==> src/rtl/fifo_put_ctrl.sv <==
// Put-side controller for the mixed-clock FIFO: rotates a one-hot put token over
// the register-cell ring and accepts a word only while the ring is not full.
module fifo_put_ctrl #(
    parameter int N_CELLS = 4,
    parameter int N_BITS  = 32,
    parameter int CNT_W   = 16
) (
    input  logic               clk,
    input  logic               rst_n,
    input  logic               req_put,
    input  logic [N_BITS-1:0]  data_in,
    output logic               put_ack,
    input  logic [N_CELLS-1:0] cell_full,
    output logic [N_CELLS-1:0] enable_put,
    output logic [N_BITS-1:0]  data_put,
    output logic               full,
    output logic               err_ovf,
    output logic [CNT_W-1:0]   put_cnt
);

    localparam logic [N_CELLS-1:0] TOK_RST = {{(N_CELLS-1){1'b0}}, 1'b1};
    localparam logic [CNT_W-1:0]   CNT_ONE = {{(CNT_W-1){1'b0}}, 1'b1};

    // Rotate left by one cell position around the ring.
    function automatic logic [N_CELLS-1:0] rotl1(input logic [N_CELLS-1:0] v);
        return {v[N_CELLS-2:0], v[N_CELLS-1]};
    endfunction

    logic [N_CELLS-1:0] tok_r;
    logic               full_r;
    logic               err_ovf_r;
    logic [CNT_W-1:0]   put_cnt_r;

    logic               accept_s;
    logic [N_CELLS-1:0] enable_s;
    logic [N_CELLS-1:0] eff_s;
    logic [N_CELLS-1:0] tok_nxt_s;
    logic               full_nxt_s;
    logic               ovf_nxt_s;
    logic [CNT_W-1:0]   cnt_nxt_s;

    // Accept decision, next token and the conservative two-cell full lookahead.
    always_comb begin
        accept_s   = 1'b0;
        enable_s   = '0;
        eff_s      = '0;
        tok_nxt_s  = tok_r;
        full_nxt_s = 1'b0;
        ovf_nxt_s  = err_ovf_r;
        cnt_nxt_s  = put_cnt_r;

        accept_s = req_put & ~full_r;
        enable_s = tok_r & {N_CELLS{accept_s}};
        // A cell being written this cycle counts as occupied next cycle.
        eff_s    = cell_full | enable_s;

        if (accept_s) begin
            tok_nxt_s = rotl1(tok_r);
            cnt_nxt_s = put_cnt_r + CNT_ONE;
        end else begin
            tok_nxt_s = tok_r;
            cnt_nxt_s = put_cnt_r;
        end

        // Full when either the next token cell or the one after it is occupied.
        full_nxt_s = |(eff_s & (tok_nxt_s | rotl1(tok_nxt_s)));

        if (req_put && full_r) begin
            ovf_nxt_s = 1'b1;
        end else begin
            ovf_nxt_s = err_ovf_r;
        end
    end

    // State registers; reset returns the token to cell 0 and clears status.
    always_ff @(posedge clk or negedge rst_n) begin
        if (!rst_n) begin
            tok_r     <= TOK_RST;
            full_r    <= 1'b0;
            err_ovf_r <= 1'b0;
            put_cnt_r <= '0;
        end else begin
            tok_r     <= tok_nxt_s;
            full_r    <= full_nxt_s;
            err_ovf_r <= ovf_nxt_s;
            put_cnt_r <= cnt_nxt_s;
        end
    end

    assign put_ack    = accept_s;
    assign enable_put = enable_s;
    assign data_put   = data_in;
    assign full       = full_r;
    assign err_ovf    = err_ovf_r;
    assign put_cnt    = put_cnt_r;

endmodule

==> config.mk <==
export PLATFORM = sky130hd
export DESIGN_NAME = fifo_put_ctrl
export DESIGN_NICKNAME = d
export VERILOG_FILES = /design/src/rtl/fifo_put_ctrl.sv
export SDC_FILE = /design/constraint.sdc
export NUM_CORES = 1
export LEC_CHECK = 0
export ABC_AREA = 1
export ABC_CLOCK_PERIOD_IN_PS = 2500
export BUFFER_PORTS_ARGS = -buffer_cell sky130_fd_sc_hd__buf_2
export CAP_MARGIN = 40
export CELL_PAD_IN_SITES_DETAIL_PLACEMENT = 1
export CELL_PAD_IN_SITES_GLOBAL_PLACEMENT = 2
export CORE_ASPECT_RATIO = 2
export CORE_MARGIN = 5
export CORE_UTILIZATION = 22
export CTS_CLUSTER_DIAMETER = 50
export DETAILED_ROUTE_END_ITERATION = 12
export GPL_ROUTABILITY_DRIVEN = 0
export PLACE_DENSITY = 0.81
export SLEW_MARGIN = 20
export SYNTH_ARGS = -nofsm -noshare
export SYNTH_HDL_FRONTEND = slang
export SYNTH_SLANG_ARGS = --single-unit
==> constraint.sdc <==
create_clock -name clk -period 2.5 [get_ports clk]
set_input_delay 0.25 -clock clk [delete_from_list [all_inputs] [get_ports clk]]
set_output_delay 0.25 -clock clk [all_outputs]
set_load 0.02 [all_outputs]
==> results of run 1 <==
## state kept, by name, indices dropped and copies added (netlist names)
register and count:
full 1, tok_r 4, put_cnt 16, err_ovf 1
## through the flow
stage                     util, %  setup slack (ns)  total power, W
after floorplan                 -              1.09        0.000696
after detailed placement     22.8              1.03        0.000734
after CTS                    24.7             0.985         0.00120
after global routing         24.7             0.896         0.00124
final                        24.7              1.00         0.00117
after global placement       22.8              1.03        0.000731
## cell families after synthesis
family / after synthesis / share of synthesized area [%]
simple gates: 79 / 25.5
compound gates: 1 / 0.549
fa+ha+maj: 1 / 0.914
xor+xnor: 12 / 7.68
buf+inv: 59 / 25.0
flops: 22 / 40.3
## final cells by class
cell class	count	share of cell area [%]
clock buffers	3	5.03
repair buffers	30	10.4
well taps	84	7.04
inverters	27	6.87
flip-flops and latches	22	36.9
multi-input cells	93	31.7
clock inverters	1	2.01
## cells in the mapped netlist
cell type / instances / share of area, %
nor2_1: 20 / 5.5
nand2_2: 1 / 0.46
dfstp_2: 1 / 1.9
dfrtp_1: 21 / 38
nor2_4: 1 / 0.82
and2_1: 1 / 0.46
inv_1: 25 / 6.9
nand3_1: 8 / 2.9
xor2_1: 5 / 3.2
buf_4: 32 / 18
nand4_1: 6 / 2.7
a21o_1: 1 / 0.55
clkinv_2: 1 / 0.37
xnor2_1: 7 / 4.5
ha_1: 1 / 0.91
nand2_1: 37 / 10
nor3_1: 2 / 0.73
inv_2: 1 / 0.27
nor2_2: 2 / 0.91
nand2_4: 1 / 0.82
## worst paths after layout
kind,from,end,slack [ns],cells past startpoint
max,full$_DFF_PN0_,put_ack,1.00,4
min,req_put,err_ovf$_DFFE_PN0P_,0.31,2
max reg2reg,put_cnt[0]$_DFFE_PN0N_,put_cnt[10]$_DFFE_PN0N_,1.02,7
min reg2reg,err_ovf$_DFFE_PN0P_,err_ovf$_DFFE_PN0P_,0.46,1
max in group asynchronous,rst_n,tok_r[0]$_DFF_PN1_,1.64,2
min in group asynchronous,rst_n,put_cnt[6]$_DFFE_PN0N_,0.50,2
## power groups by stage
stage / Clock [W] / Combinational (W) / Sequential, W
floorplan: 0 / 0.000168 / 0.000528
global placement: 0 / 0.000244 / 0.000487
detailed placement: 0 / 0.000245 / 0.000489
CTS: 0.000465 / 0.000247 / 0.000483
global route: 0.000483 / 0.000265 / 0.000487
finish: 0.000452 / 0.000240 / 0.000480
## layer usage
metal | wire, microns | track usage, % | vias to the layer above | share of wire, %
li1 | - | - | 490 | -
met1 | 1090 | 7.95 | 488 | 34
met2 | 1870 | 17.5 | 20 | 59
met3 | 131 | 0.461 | 8 | 4.1
met4 | 90 | 5.58 | 0 | 2.8
met5 | 0 | 0 | - | 0
## timing repair
action                                 4_1_cts  5_1_grt
endpoints found under the hold margin       21        0
hold buffers                                 1        0
gates resized for setup                      0        0
==> results_dict.tcl, run 1 <==
set metrics [dict create \
    grt_pass1_wl_mm 5.38 \
    clock_latency_ns 0.26 \
    synth_seq_area_share_pct 40.3 \
    crit_path_end_kind "output pin" \
    io-pin-count 94 \
    final.setup_skew_ns 0.00195 \
    htree_levels 1 \
    clockRootBuffer "clkbuf_16" \
    row_count 40 \
    layout_commonest_cell "nand2_1" \
    place_area_sq_mm 0.00138 \
    fin_setup_tns_ns 0 \
    cts_made_buffers 3 \
    num_vias 1006 \
    p_clk_share_pct 38.6 \
    globalRouteOverflowTotal 0 \
    max_clock_freq_mhz 669 \
    insertedDiodeCount 0 \
    start_util_pct 22.6 \
    syn_nets 214 \
    cts_tree "done" \
    multi_input_area_sq_um 474 \
    maxCapViolCount 0 \
    die_x_microns 65.8 \
    hold_path_class "primary input to register" \
    dr.pass1.iters 3 \
    post_cts_buffers 0 \
    ff_latch_area_sq_um 552 \
    crit_buf_inv 3 \
    critPathLaunchType "register" \
    status "completed" \
    die_h_microns 122 \
    dieArea_sq_mm 0.00799 \
    place.detailed.hpwl_mm 2.51 \
    clock-sinks 22 \
    whs_ns 0.308 \
    stdcell_count 260 \
    crit_path_top_delay_cell "dfrtp_1" \
    antenna_found_initial 0 \
    slowest_delay_ns 0.39 \
    first_iter_violations 22 \
    slew_headroom_pct 65.2 \
    grt_util_all_layers_pct 8.73 \
    path_cells "inv_1, nand2_4, clkinv_2, buf_2" \
    synth_cell_types 20 \
    fill_cells 758 \
    hold_violations 0 \
    place_inst 255 \
    ir_drop_v 0.000333 \
    tightest_slew_ns 0.523 \
    post_drt_wl_per_cell_microns 12.2 \
    min_period_ns 1.50 \
    cp_max_fo 10 \
    drc 0 \
    p_leak_nw 0.858 \
    power_density_mw_per_mm2 785 \
    setup_violations 0 \
    grt_pass1_vias 1182 \
    grt_max_degree 23 \
    clkTransAtPathRegs_ns 0.06 \
    drtAntennaViolNets 0 \
    critical-path-top-delay-family "buffers and inverters" \
    syn_avg_cell_area_sq_um 7.87 \
    cp.arrival_ns 1.25 \
    comb_power_share_pct 20.5 \
    rsz0062_at_grt "no" \
    area_growth_pct 9.14 \
    finalMaxSlewViolations 0 \
    wl_mm 3.18 \
    p_int_w 0.000812 \
    synth_seq_cells 22 \
    nNetsFinal 217 \
    clk_path_buf_depth 2 \
    core_area_sq_mm 0.00606 \
    yosysWarnings 0 \
    p_switching_w 0.000360 \
    portBuffers 29 \
    swShare_pct 30.7 \
    seq_power_share_pct 40.9 \
    drive_above_1_share_pct 23.3 \
    fin_area_sq_mm 0.00149 \
    synth.cell_area_sq_mm 0.00137 \
    syn_inst 174 \
    routed_via_density 3.87 \
    worst-setup-path-type "register to output pin" \
    final_cell_mix "37 x nand2_1, 29 x buf_2, 25 x inv_1" \
    required_ns 2.25 \
    fin_crit_sh_pct 59.8 \
]
Power figures use the tool's default switching activity.
==> inputs of run 2 (changes only) <==
ABC_CLOCK_PERIOD_IN_PS = 1500   (was 2500)
CORE_UTILIZATION = 21   (was 22)
PLACE_DENSITY = 0.77   (was 0.81)
clock period = 1.5 ns   (was 2.5 ns; I/O delays follow)
==> run 2 against run 1 <==
Compared with the run above: flip-flop and latch count unchanged; setup slack got worse by 0.91 ns; count of clock-buffer cells in the layout unchanged; die area increased by 4.2%; power increased by 72%; first-iteration DRC count increased by 95%; non-clock buffer count increased by 4; routed wire length increased by 4.8%; critical path type unchanged; largest cell class unchanged.
==> results_dict.tcl, run 2 (synthesis results as in run 1) <==
set metrics [dict create \
    total_power_w 0.00201 \
    r2r_cells 7 \
    layout_commonest_cell "nand2_1" \
    portBuffers 29 \
    num_vias 1036 \
    p_leak_nw 0.878 \
    clock_latency_ns 0.26 \
    cts_tree "done" \
    ir_drop_v 0.000416 \
    path_cells "inv_1, buf_4, nand3_1, inv_1, buf_2" \
    worst-setup-path-type "register to output pin" \
    slew_headroom_pct 66.2 \
    holdPathEnd "err_ovf$_DFFE_PN0P_" \
    place_inst 260 \
    wl_mm 3.33 \
    cp.arrival_ns 1.26 \
    dr.pass1.iters 3 \
    clkTransAtPathRegs_ns 0.06 \
    drc 0 \
    globalRouteOverflowTotal 0 \
    drive_above_1_share_pct 26.1 \
    ff_latch_area_sq_um 552 \
    dpl_worst_slack_ns 0.139 \
    finalMaxSlewViolations 0 \
    final.setup_skew_ns 0.00204 \
    die_x_microns 67.1 \
    crit_path_top_delay_cell "dfrtp_1" \
    worstReg2RegEnd "put_cnt[10]$_DFFE_PN0N_" \
    cts_made_buffers 3 \
    tightest_slew_ns 0.507 \
    place.detailed.hpwl_mm 2.74 \
    maxCapViolCount 0 \
    crit_path_frequent_cell "inv_1" \
    row_count 41 \
    critPathLaunchType "register" \
    routed_via_density 3.89 \
    grt_pass1_wl_mm 5.55 \
    cp_max_fo 4 \
    slowest_delay_ns 0.39 \
    htree_levels 1 \
    final_util_pct 24.4 \
    fin_ws_ns 0.0930 \
    required_ns 1.35 \
    setup_violations 0 \
    status "completed" \
    fin_crit_sh_pct 93.8 \
    nNetsFinal 221 \
    crit_buf_inv 4 \
    p_clk_share_pct 37.7 \
    antenna_found_initial 0 \
    hold_violations 0 \
    hold_start "req_put" \
    fill_cells 774 \
    die_h_microns 124 \
    grt_max_degree 23 \
    p_switching_w 0.000623 \
    insertedDiodeCount 0 \
    largest_register_ffs 16 \
    first_iter_violations 43 \
    critical-path-top-delay-family "buffers and inverters" \
    r2r_start "put_cnt[1]$_DFFE_PN0N_" \
    grt_util_all_layers_pct 8.99 \
    grt_pass1_vias 1157 \
    clockRootBuffer "clkbuf_16" \
    crit_path_end_kind "output pin" \
    io-pin-count 94 \
    seq_power_share_pct 38.9 \
    multi_input_area_sq_um 484 \
    power_density_mw_per_mm2 1310 \
    drtAntennaViolNets 0 \
    p_int_w 0.00139 \
    hold_path_class "primary input to register" \
    stdcell_count 266 \
    min_period_ns 1.41 \
    swShare_pct 30.9 \
    area_growth_pct 12.2 \
    start_util_pct 21.7 \
    reg2reg_slack_ns 0.21 \
    post_drt_wl_per_cell_microns 12.5 \
    rsz0062_at_grt "yes" \
    core_area_sq_mm 0.00631 \
    final_cell_mix "37 x nand2_1, 29 x buf_2, 25 x inv_1" \
    dieArea_sq_mm 0.00833 \
    max_clock_freq_mhz 711 \
    whs_ns 0.230 \
    hold_depth 2 \
    clk_path_buf_depth 2 \
    clock-sinks 22 \
    comb_power_share_pct 23.4 \
]
[run 2: layer usage]
layer	wire length [microns]	up-vias	global-route usage [%]
met5	0	-	0
met4	97	0	5.59
met3	189	8	1.26
met2	2060	24	18.2
met1	983	499	7.59
li1	-	505	-
[run 2: area by class of cell]
class | instances | area share, %
flip-flops and latches | 22 | 35.9
multi-input cells | 93 | 31.5
repair buffers | 34 | 12.1
well taps | 86 | 7.00
inverters | 27 | 6.68
clock buffers | 3 | 4.89
clock inverters | 1 | 1.95
[run 2: how the worst max path moves through the flow]
stage,from,end,slack (ns),cells after the start
final,full$_DFF_PN0_,enable_put[0],0.09,5
after global routing,full$_DFF_PN0_,enable_put[0],-0.03,5
after detailed placement,put_cnt[1]$_DFFE_PN0N_,put_cnt[10]$_DFFE_PN0N_,0.14,7
after CTS,full$_DFF_PN0_,enable_put[2],0.05,5
after floorplan,put_cnt[0]$_DFFE_PN0N_,put_cnt[10]$_DFFE_PN0N_,0.09,7
after global placement,put_cnt[1]$_DFFE_PN0N_,put_cnt[10]$_DFFE_PN0N_,0.21,7
[run 2: power groups by stage]
stage          Sequential, W  Combinational [W]  Clock (W)
6_report            0.000782           0.000472   0.000759
5_1_grt             0.000798           0.000529   0.000807
4_1_cts             0.000794           0.000465   0.000778
3_5_place_dp        0.000805           0.000460          0
3_3_place_gp        0.000805           0.000453          0
2_1_floorplan       0.000880           0.000280          0
[run 2: repair_timing]
item	CTS	global route
hold endpoints to repair	21	0
buffers inserted	0	1
endpoints found under the setup margin	0	5
gates resized for setup	0	2
hold buffers	1	0
[run 2: metrics by stage]
step           TNS [ns]  cell area (sq um)
2_1_floorplan         0               1370
3_3_place_gp          0               1400
3_5_place_dp          0               1400
4_1_cts               0               1520
5_1_grt         -0.0595               1540
6_report              0               1540
==> inputs of run 3 (changes only) <==
MAX_ROUTING_LAYER = met4   (was not set)
==> run 3 against run 2 <==
Compared with the run above: sequential share of layout area is the same; register-to-register slack is essentially flat; non-clock buffer count is the same; via count is the same; global-route usage grew 0.26 points; hold slack is essentially flat; largest cell class unchanged; routed wire length grew 0.39%; critical endpoint unchanged; final cell count is the same; sequential power is essentially flat; core utilization is the same; count of clock-buffer cells in the layout is the same.
==> results_dict.tcl, run 3 (synthesis results as in run 1) <==
set metrics [dict create \
    hold_path_class "primary input to register" \
    row_count 41 \
    maxCapViolCount 0 \
    first_iter_violations 33 \
    grt_pass1_vias 1153 \
    comb_power_share_pct 23.5 \
    swShare_pct 31.0 \
    clock-sinks 22 \
    place.detailed.hpwl_mm 2.74 \
    num_vias 1036 \
    final_cell_mix "37 x nand2_1, 29 x buf_2, 25 x inv_1" \
    worst-setup-path-type "register to output pin" \
    hold_start "req_put" \
    fin_crit_sh_pct 93.8 \
    core_area_sq_mm 0.00631 \
    hold_violations 0 \
    whs_ns 0.230 \
    power_density_mw_per_mm2 1310 \
    grt_util_all_layers_pct 9.25 \
    reg2reg_slack_ns 0.21 \
    setup_violations 0 \
    crit_buf_inv 4 \
    area_growth_pct 12.2 \
    cts_tree "done" \
    fin_area_sq_mm 0.00154 \
    max_clock_freq_mhz 711 \
    dieArea_sq_mm 0.00833 \
    use_met2_pct 18.2 \
    p_int_w 0.00139 \
    critical-path-top-delay-family "buffers and inverters" \
    drc 0 \
    io-pin-count 94 \
    final.setup_skew_ns 0.00177 \
    clock_latency_ns 0.26 \
    dr.pass1.iters 3 \
    fill_cells 774 \
    insertedDiodeCount 0 \
    status "completed" \
    layout_commonest_cell "nand2_1" \
    globalRouteOverflowTotal 0 \
    worstReg2RegEnd "put_cnt[10]$_DFFE_PN0N_" \
    required_ns 1.35 \
    crit_path_start "full$_DFF_PN0_" \
    cp.arrival_ns 1.26 \
    htree_levels 1 \
    fin_ws_ns 0.0929 \
    ir_drop_v 0.000416 \
    fin_setup_tns_ns 0 \
    grt_max_degree 23 \
    crit_path_frequent_cell "inv_1" \
    p_leak_nw 0.878 \
    globalRouteMet3Util_pct 1.26 \
    cp_max_fo 4 \
    nNetsFinal 221 \
    p_switching_w 0.000624 \
    portBuffers 29 \
    r2r_cells 7 \
    drtAntennaViolNets 0 \
    wl_mm 3.34 \
    antenna_found_initial 0 \
    endpoint "enable_put[0]" \
    rsz0062_at_grt "yes" \
    path_cells "inv_1, buf_4, nand3_1, inv_1, buf_2" \
    place_area_sq_mm 0.00140 \
    post_drt_wl_per_cell_microns 12.6 \
    finalMaxSlewViolations 0 \
    top_usage_layer "met2" \
    routed_via_density 3.89 \
    cts_made_buffers 3 \
    min_period_ns 1.41 \
    die_x_microns 67.1 \
    die_h_microns 124 \
    clk_path_buf_depth 2 \
    seq_power_share_pct 38.9 \
    grt_pass1_wl_mm 5.57 \
    clkTransAtPathRegs_ns 0.06 \
    crit_path_top_delay_cell "dfrtp_1" \
    crit_path_end_kind "output pin" \
    tightest_slew_ns 0.511 \
    cp.depth 5 \
    total_power_w 0.00201 \
    slowest_delay_ns 0.39 \
    critPathLaunchType "register" \
    largest_register_ffs 16 \
    dpl_worst_slack_ns 0.139 \
    use_met1_pct 7.65 \
    r2r_start "put_cnt[1]$_DFFE_PN0N_" \
    drive_above_1_share_pct 26.1 \
    slew_headroom_pct 65.9 \
    p_clk_share_pct 37.7 \
    start_util_pct 21.7 \
    clockRootBuffer "clkbuf_16" \
]
==> run 3: cell counts in the layout (fill, tap and decap cells not counted) <==
Identical to the previous run, type by type.
==> run 3: per-stage QoR <==
stage | instances | util [%]
floorplan | 174 | -
finish | 266 | 24.4
CTS | 265 | 24.1
global placement | 260 | 22.2
detailed placement | 260 | 22.2
global route | 266 | 24.4
==> run 3: how the worst min path moves through the flow <==
stage	end	slack (ns)	cells past startpoint
after global routing	err_ovf$_DFFE_PN0P_	0.26	2
after CTS	err_ovf$_DFFE_PN0P_	0.21	2
after global placement	put_cnt[5]$_DFFE_PN0N_	0.16	1
after floorplan	err_ovf$_DFFE_PN0P_	-0.15	0
after detailed placement	put_cnt[8]$_DFFE_PN0N_	0.16	1
final	err_ovf$_DFFE_PN0P_	0.23	2
==> run 3: area by class of cell <==
type	instances	area (sq um)	area share, %
Timing Repair Buffer	34	185	12.1
Clock inverter	1	30.0	1.95
Clock buffer	3	75.1	4.89
Tap cell	86	108	7.00
Inverter	27	103	6.68
Sequential cell	22	552	35.9
Multi-Input combinational cell	93	484	31.5
==> run 3: layer usage <==
layer,vias to the layer above,part of all wire (%)
met3,8,5.7
met2,24,62
met4,0,2.9
met5,-,0
li1,505,-
met1,499,30
==> run 3: power groups by stage <==
stage | combinational (W) | sequential [W] | clock [W]
2_1_floorplan | 0.000280 | 0.000880 | 0
3_3_place_gp | 0.000453 | 0.000805 | 0
3_5_place_dp | 0.000460 | 0.000805 | 0
4_1_cts | 0.000465 | 0.000794 | 0.000778
5_1_grt | 0.000529 | 0.000798 | 0.000807
6_report | 0.000472 | 0.000783 | 0.000759
==> run 3: what timing repair did <==
item / in CTS / in global routing
setup buffers: 0 / 1
hold buffers: 1 / 0
gates resized for setup: 0 / 2
endpoints found under the hold margin: 21 / 0
setup endpoints to repair: 0 / 5
